--- src/rtl/lsu_axil.sv ---
// rtl/lsu_axil.sv - AXI4-Lite load/store unit, one transaction at a time
// Byte/half/word accesses with strobes, load extension and misalignment trapping.
module lsu_axil #(
  parameter int ADDR_W      = 32,
  parameter bit ALIGN_CHECK = 1'b1
) (
  input  logic              clk_i,
  input  logic              rst_i,
  input  logic              req_valid_i,
  output logic              req_ready_o,
  input  logic              req_we_i,
  input  logic [1:0]        req_size_i,
  input  logic              req_unsigned_i,
  input  logic [ADDR_W-1:0] req_addr_i,
  input  logic [31:0]       req_wdata_i,
  output logic              rsp_valid_o,
  output logic [31:0]       rsp_rdata_o,
  output logic              rsp_err_o,
  output logic              rsp_misalign_o,
  output logic [ADDR_W-1:0] m_awaddr_o,
  output logic              m_awvalid_o,
  input  logic              m_awready_i,
  output logic [31:0]       m_wdata_o,
  output logic [3:0]        m_wstrb_o,
  output logic              m_wvalid_o,
  input  logic              m_wready_i,
  input  logic [1:0]        m_bresp_i,
  input  logic              m_bvalid_i,
  output logic              m_bready_o,
  output logic [ADDR_W-1:0] m_araddr_o,
  output logic              m_arvalid_o,
  input  logic              m_arready_i,
  input  logic [31:0]       m_rdata_i,
  input  logic [1:0]        m_rresp_i,
  input  logic              m_rvalid_i,
  output logic              m_rready_o
);

  typedef enum logic [2:0] {IDLE, WR, WR_RESP, RD_ADDR, RD_DATA, RESP} state_t;

  state_t      state;
  logic        aw_done;
  logic        w_done;
  logic        unsigned_q;
  logic [1:0]  size_q;
  logic [1:0]  lo_q;

  logic        misalign;
  logic        trap;
  logic [1:0]  lo_eff;
  logic [31:0] wdata_rep;
  logic [3:0]  wstrb_c;
  logic [31:0] lane;
  logic [31:0] load_ext;
  logic        unused_resp_lsb;

  // Only bit 1 of a response distinguishes OKAY/EXOKAY from SLVERR/DECERR.
  assign unused_resp_lsb = m_bresp_i[0] ^ m_rresp_i[0];

  assign req_ready_o = (state == IDLE);

  always_comb begin
    misalign = ((req_size_i == 2'd1) && req_addr_i[0]) ||
               ((req_size_i == 2'd2) && (req_addr_i[1:0] != 2'b00));
    trap     = (req_size_i == 2'd3) || (ALIGN_CHECK && misalign);
    lo_eff   = req_addr_i[1:0];
    if (req_size_i == 2'd1)
      lo_eff[0] = 1'b0;
    else if (req_size_i == 2'd2)
      lo_eff = 2'b00;
    case (req_size_i)
      2'd0: begin
        wdata_rep = {4{req_wdata_i[7:0]}};
        wstrb_c   = 4'b0001 << lo_eff;
      end
      2'd1: begin
        wdata_rep = {2{req_wdata_i[15:0]}};
        wstrb_c   = 4'b0011 << {lo_eff[1], 1'b0};
      end
      default: begin
        wdata_rep = req_wdata_i;
        wstrb_c   = 4'b1111;
      end
    endcase
  end

  always_comb begin
    lane = m_rdata_i >> {lo_q, 3'b000};
    case (size_q)
      2'd0:    load_ext = {{24{~unsigned_q & lane[7]}}, lane[7:0]};
      2'd1:    load_ext = {{16{~unsigned_q & lane[15]}}, lane[15:0]};
      default: load_ext = m_rdata_i;
    endcase
  end

  always_ff @(posedge clk_i) begin
    if (rst_i) begin
      state          <= IDLE;
      aw_done        <= 1'b0;
      w_done         <= 1'b0;
      unsigned_q     <= 1'b0;
      size_q         <= 2'd0;
      lo_q           <= 2'd0;
      rsp_valid_o    <= 1'b0;
      rsp_rdata_o    <= 32'd0;
      rsp_err_o      <= 1'b0;
      rsp_misalign_o <= 1'b0;
      m_awaddr_o     <= '0;
      m_awvalid_o    <= 1'b0;
      m_wdata_o      <= 32'd0;
      m_wstrb_o      <= 4'd0;
      m_wvalid_o     <= 1'b0;
      m_bready_o     <= 1'b0;
      m_araddr_o     <= '0;
      m_arvalid_o    <= 1'b0;
      m_rready_o     <= 1'b0;
    end else begin
      case (state)
        IDLE: begin
          if (req_valid_i) begin
            size_q     <= req_size_i;
            unsigned_q <= req_unsigned_i;
            lo_q       <= lo_eff;
            aw_done    <= 1'b0;
            w_done     <= 1'b0;
            if (trap) begin
              state          <= RESP;
              rsp_valid_o    <= 1'b1;
              rsp_err_o      <= (req_size_i == 2'd3);
              rsp_misalign_o <= 1'b1;
              rsp_rdata_o    <= 32'd0;
            end else if (req_we_i) begin
              m_awaddr_o  <= {req_addr_i[ADDR_W-1:2], 2'b00};
              m_wdata_o   <= wdata_rep;
              m_wstrb_o   <= wstrb_c;
              m_awvalid_o <= 1'b1;
              m_wvalid_o  <= 1'b1;
              state       <= WR;
            end else begin
              m_araddr_o  <= {req_addr_i[ADDR_W-1:2], 2'b00};
              m_arvalid_o <= 1'b1;
              state       <= RD_ADDR;
            end
          end
        end
        WR: begin
          // AW and W retire independently; the flags remember which side is done.
          if (m_awvalid_o && m_awready_i) begin
            m_awvalid_o <= 1'b0;
            aw_done     <= 1'b1;
          end
          if (m_wvalid_o && m_wready_i) begin
            m_wvalid_o <= 1'b0;
            w_done     <= 1'b1;
          end
          if (aw_done && w_done) begin
            aw_done    <= 1'b0;
            w_done     <= 1'b0;
            m_bready_o <= 1'b1;
            state      <= WR_RESP;
          end
        end
        WR_RESP: begin
          if (m_bvalid_i) begin
            m_bready_o     <= 1'b0;
            rsp_valid_o    <= 1'b1;
            rsp_err_o      <= m_bresp_i[1];
            rsp_misalign_o <= 1'b0;
            rsp_rdata_o    <= 32'd0;
            state          <= RESP;
          end
        end
        RD_ADDR: begin
          if (m_arready_i) begin
            m_arvalid_o <= 1'b0;
            m_rready_o  <= 1'b1;
            state       <= RD_DATA;
          end
        end
        RD_DATA: begin
          if (m_rvalid_i) begin
            m_rready_o     <= 1'b0;
            rsp_valid_o    <= 1'b1;
            rsp_err_o      <= m_rresp_i[1];
            rsp_misalign_o <= 1'b0;
            rsp_rdata_o    <= load_ext;
            state          <= RESP;
          end
        end
        RESP: begin
          rsp_valid_o <= 1'b0;
          state       <= IDLE;
        end
        default: state <= IDLE;
      endcase
    end
  end

endmodule

--- config.mk ---
export PLATFORM = sky130hd
export DESIGN_NAME = lsu_axil
export DESIGN_NICKNAME = d
export VERILOG_FILES = /design/src/rtl/lsu_axil.sv
export SDC_FILE = /design/constraint.sdc
export NUM_CORES = 1
export LEC_CHECK = 0
export BUFFER_PORTS_ARGS = -buffer_cell sky130_fd_sc_hd__buf_2
export CAP_MARGIN = 0
export CORE_AREA = 2 2 127 129
export CTS_CLUSTER_DIAMETER = 60
export DETAILED_ROUTE_END_ITERATION = 8
export DIE_AREA = 0 0 129 131
export GPL_TIMING_DRIVEN = 0
export PLACE_DENSITY = 0.68
export REMOVE_ABC_BUFFERS = 1
export SLEW_MARGIN = 0
export SYNTH_ARGS = -nofsm -noshare
export SYNTH_HDL_FRONTEND = slang
export SYNTH_SLANG_ARGS = --single-unit
--- constraint.sdc ---
create_clock -name clk_i -period 2.5 [get_ports clk_i]
set_input_delay 0.25 -clock clk_i [delete_from_list [all_inputs] [get_ports clk_i]]
set_output_delay 0.25 -clock clk_i [all_outputs]
set_load 0.02 [all_outputs]
==> metrics.yaml <==
power_density_nw_per_um2: 800.5
maxCapViolations: 0
finalNonFillerCells: 1182
synth_seq_cells: 146
placed_area_sq_um: 7591
num_antenna_cells: 0
first_pass_iters: 5
synth_edf_count: 0
r2r_end: "m_awaddr_o[6]"
synthCells: 733
coreArea_sq_um: 15600
gp_congestion: 0.7786
ys.flop_type: "dfxtp_1"
hpwl_um: 13410
path_class: "reg2reg"
drtIter0Drc: 300
max_slew_margin_pct: 47.03
power_mw: 6.606
grt_pass1_vias: 5738
fin_crit_ps: 2341
grt_max_degree: 72
finClkSkew_ps: 15.93
final_max_slew_viol_count: 0
seqCellArea_sq_um: 2929
synth_common_cells: "nand2_1, dfxtp_1, a21oi_1, nor2_1, clkbuf_1"
setup_viol: 0
cp-end-kind: "flip-flop"
chipHeight_um: 131
overflow: 0
drt_wl_total_um: 18560
start_kind: "flip-flop"
busiest_layer: "met2"
cts_htree_levels: 4
ys_warn_count: 0
whs_endpoint: "m_wvalid_o"
dp.cells: 1147
hold_start: "m_wready_i"
hold_viol_final: 0
postRouteAntennaNets: 0
synth_most_common_cell: "nand2_1"
cts_buffers: 17
stdcell_area_sq_um: 8253
num_io_pins: 253
max_freq_mhz: 427.1
synth.avg_cell_area_sq_um: 8.386
finalCritPeriodShare_pct: 93.66
cts_tree: "done"
dp_slack_ps: -473.0
async_flop_share_pct: 0
grt_pass1_wl_um: 29590
cts_root_buf: "clkbuf_16"
cp_max_fo: 20
initial_core_util_pct: 39.41
peakVddDrop_uv: 459.8
via_per_inst: 5.135
placement_rows: 46
hold_slack_ps: 32.10
antenna_found_initial: 0
fillers: 1515
clk_pin_slew_ps: 60
whs_path_depth: 2
die_area_sq_um: 16900
p_leak_nw: 3.555
clock_sinks: 146
die_w_um: 129
syn2layout_area_growth_pct: 34.26
reg2regPathDepth: 8
port_buffers: 246
synth_top_cell_area_share_pct: 47.55
worstHoldPathType: "in2reg"
grtUsageMet1_pct: 26.59
drc: 0
r2r-start: "state[0]"
status: "finished clean"
crit_start: "state[0]"
synth.area.top_cells: "dfxtp_1, nand2_1, a21oi_1"
rsz0062_at_grt: "false"
yosys.area.top_type: "dfxtp_1"
clk_latency_ps: 420
grt_util_all_layers_pct: 21.90
wl_per_cell_um: 15.70
final_layout_size_suffix_gt1_share_pct: 32.51
worst_slew_pin_slew_ps: 792.1
synthesis.area_sq_um: 6147
worstPathArrival_ps: 2680
synth-seq-area-share_pct: 47.55
cts_buffer_depth: 2
multi_input_area_sq_um: 2953
finalWorstSetupSlack_ps: 158.6
synth_cell_types: 53
r2r_slack_ps: 160
use_met2_pct: 36.54
required_ps: 2840
fin_nets: 1065
vias: 6070
use_met3_pct: 7.980
==> critical path, cell delays in order (launching register included) <==
cell	delay, ps
dfxtp_2	430
or4b_4	650
a211oi_4	270
buf_8	200
buf_8	170
buf_8	180
buf_8	160
nand2_1	60
a21oi_1	140
==> metal layers <==
layer	vias to the layer above	share of wire (%)
met5	-	0
met4	0	1.3
met3	20	8.8
met2	209	48
met1	2825	42
li1	3016	-
==> worst max-delay path by stage <==
| stage | to | slack (ps) |
|---|---|---|
| 5_1_grt | m_awaddr_o[11] | 30 |
| 3_3_place_gp | m_wdata_o[29] | -1960 |
| 6_report | m_awaddr_o[6] | 160 |
| 2_1_floorplan | m_wdata_o[24] | -810 |
| 4_1_cts | m_awaddr_o[31] | 4 |
| 3_5_place_dp | m_awaddr_o[31] | -470 |
==> per-stage QoR <==
| step | utilization, % | TNS, ps |
|---|---|---|
| 2_1_floorplan | - | -50700 |
| 3_3_place_gp | 47.16 | -202340 |
| 3_5_place_dp | 48.67 | -19840 |
| 4_1_cts | 52.84 | 0 |
| 5_1_grt | 52.91 | 0 |
| 6_report | 52.91 | 0 |
==> state kept, by name (all words and copies together) (netlist names), 2 cells and up <==
register     count
m_awaddr_o      30
m_wstrb_o        4
m_wdata_o       32
m_araddr_o      30
size_q           2
rsp_rdata_o     32
state            3
lo_q             2
==> cells in the final DEF, fill, tap and decap left out, types with 16 or more instances in the layout <==
cell type	Yosys	final
mux2i_1	26	26
a21oi_1	88	87
nor2_1	43	42
clkbuf_16	0	17
dfxtp_1	146	141
o21ai_0	28	28
a221o_1	16	16
buf_2	12	245
o211ai_1	18	18
nand2_1	184	184
==> what timing repair did <==
action / CTS / global route
endpoints found under the setup margin: 100 / 48
hold buffers: 0 / 0
gates resized for setup: 5 / 5
pin swaps: 3 / 0
gates cloned: 0 / 0
setup buffers: 3 / 0
==> area by class of cell <==
cell class,count,share of cell area (%)
tap,216,3.275
sequential,146,35.49
multi-input combinational,517,35.78
inverter,6,0.2729
clock buffer,19,5.367
timing repair buffer,265,18.00
clock inverter,13,1.819
==> cell families (layout without fill, tap and decap cells) <==
logic type | count (synthesis) | after routing | synth area share [%]
buffers and inverters | 73 | 303 | 5.312
other | 1 | 4 | 0.06100
and+or+nand+nor | 266 | 266 | 18.16
muxes | 29 | 29 | 4.966
DFF | 146 | 146 | 47.55
AOI/OAI and AO/OA | 218 | 218 | 23.96
==> power by group <==
part           leakage, nW  internal [mW]  switching (mW)  total, mW
Clock                0.279           1.51            1.03       2.55
Combinational         2.09          0.525           0.836       1.36
Sequential            1.18           2.50           0.195       2.70
No activity file was read; power rests on OpenSTA's default activity.
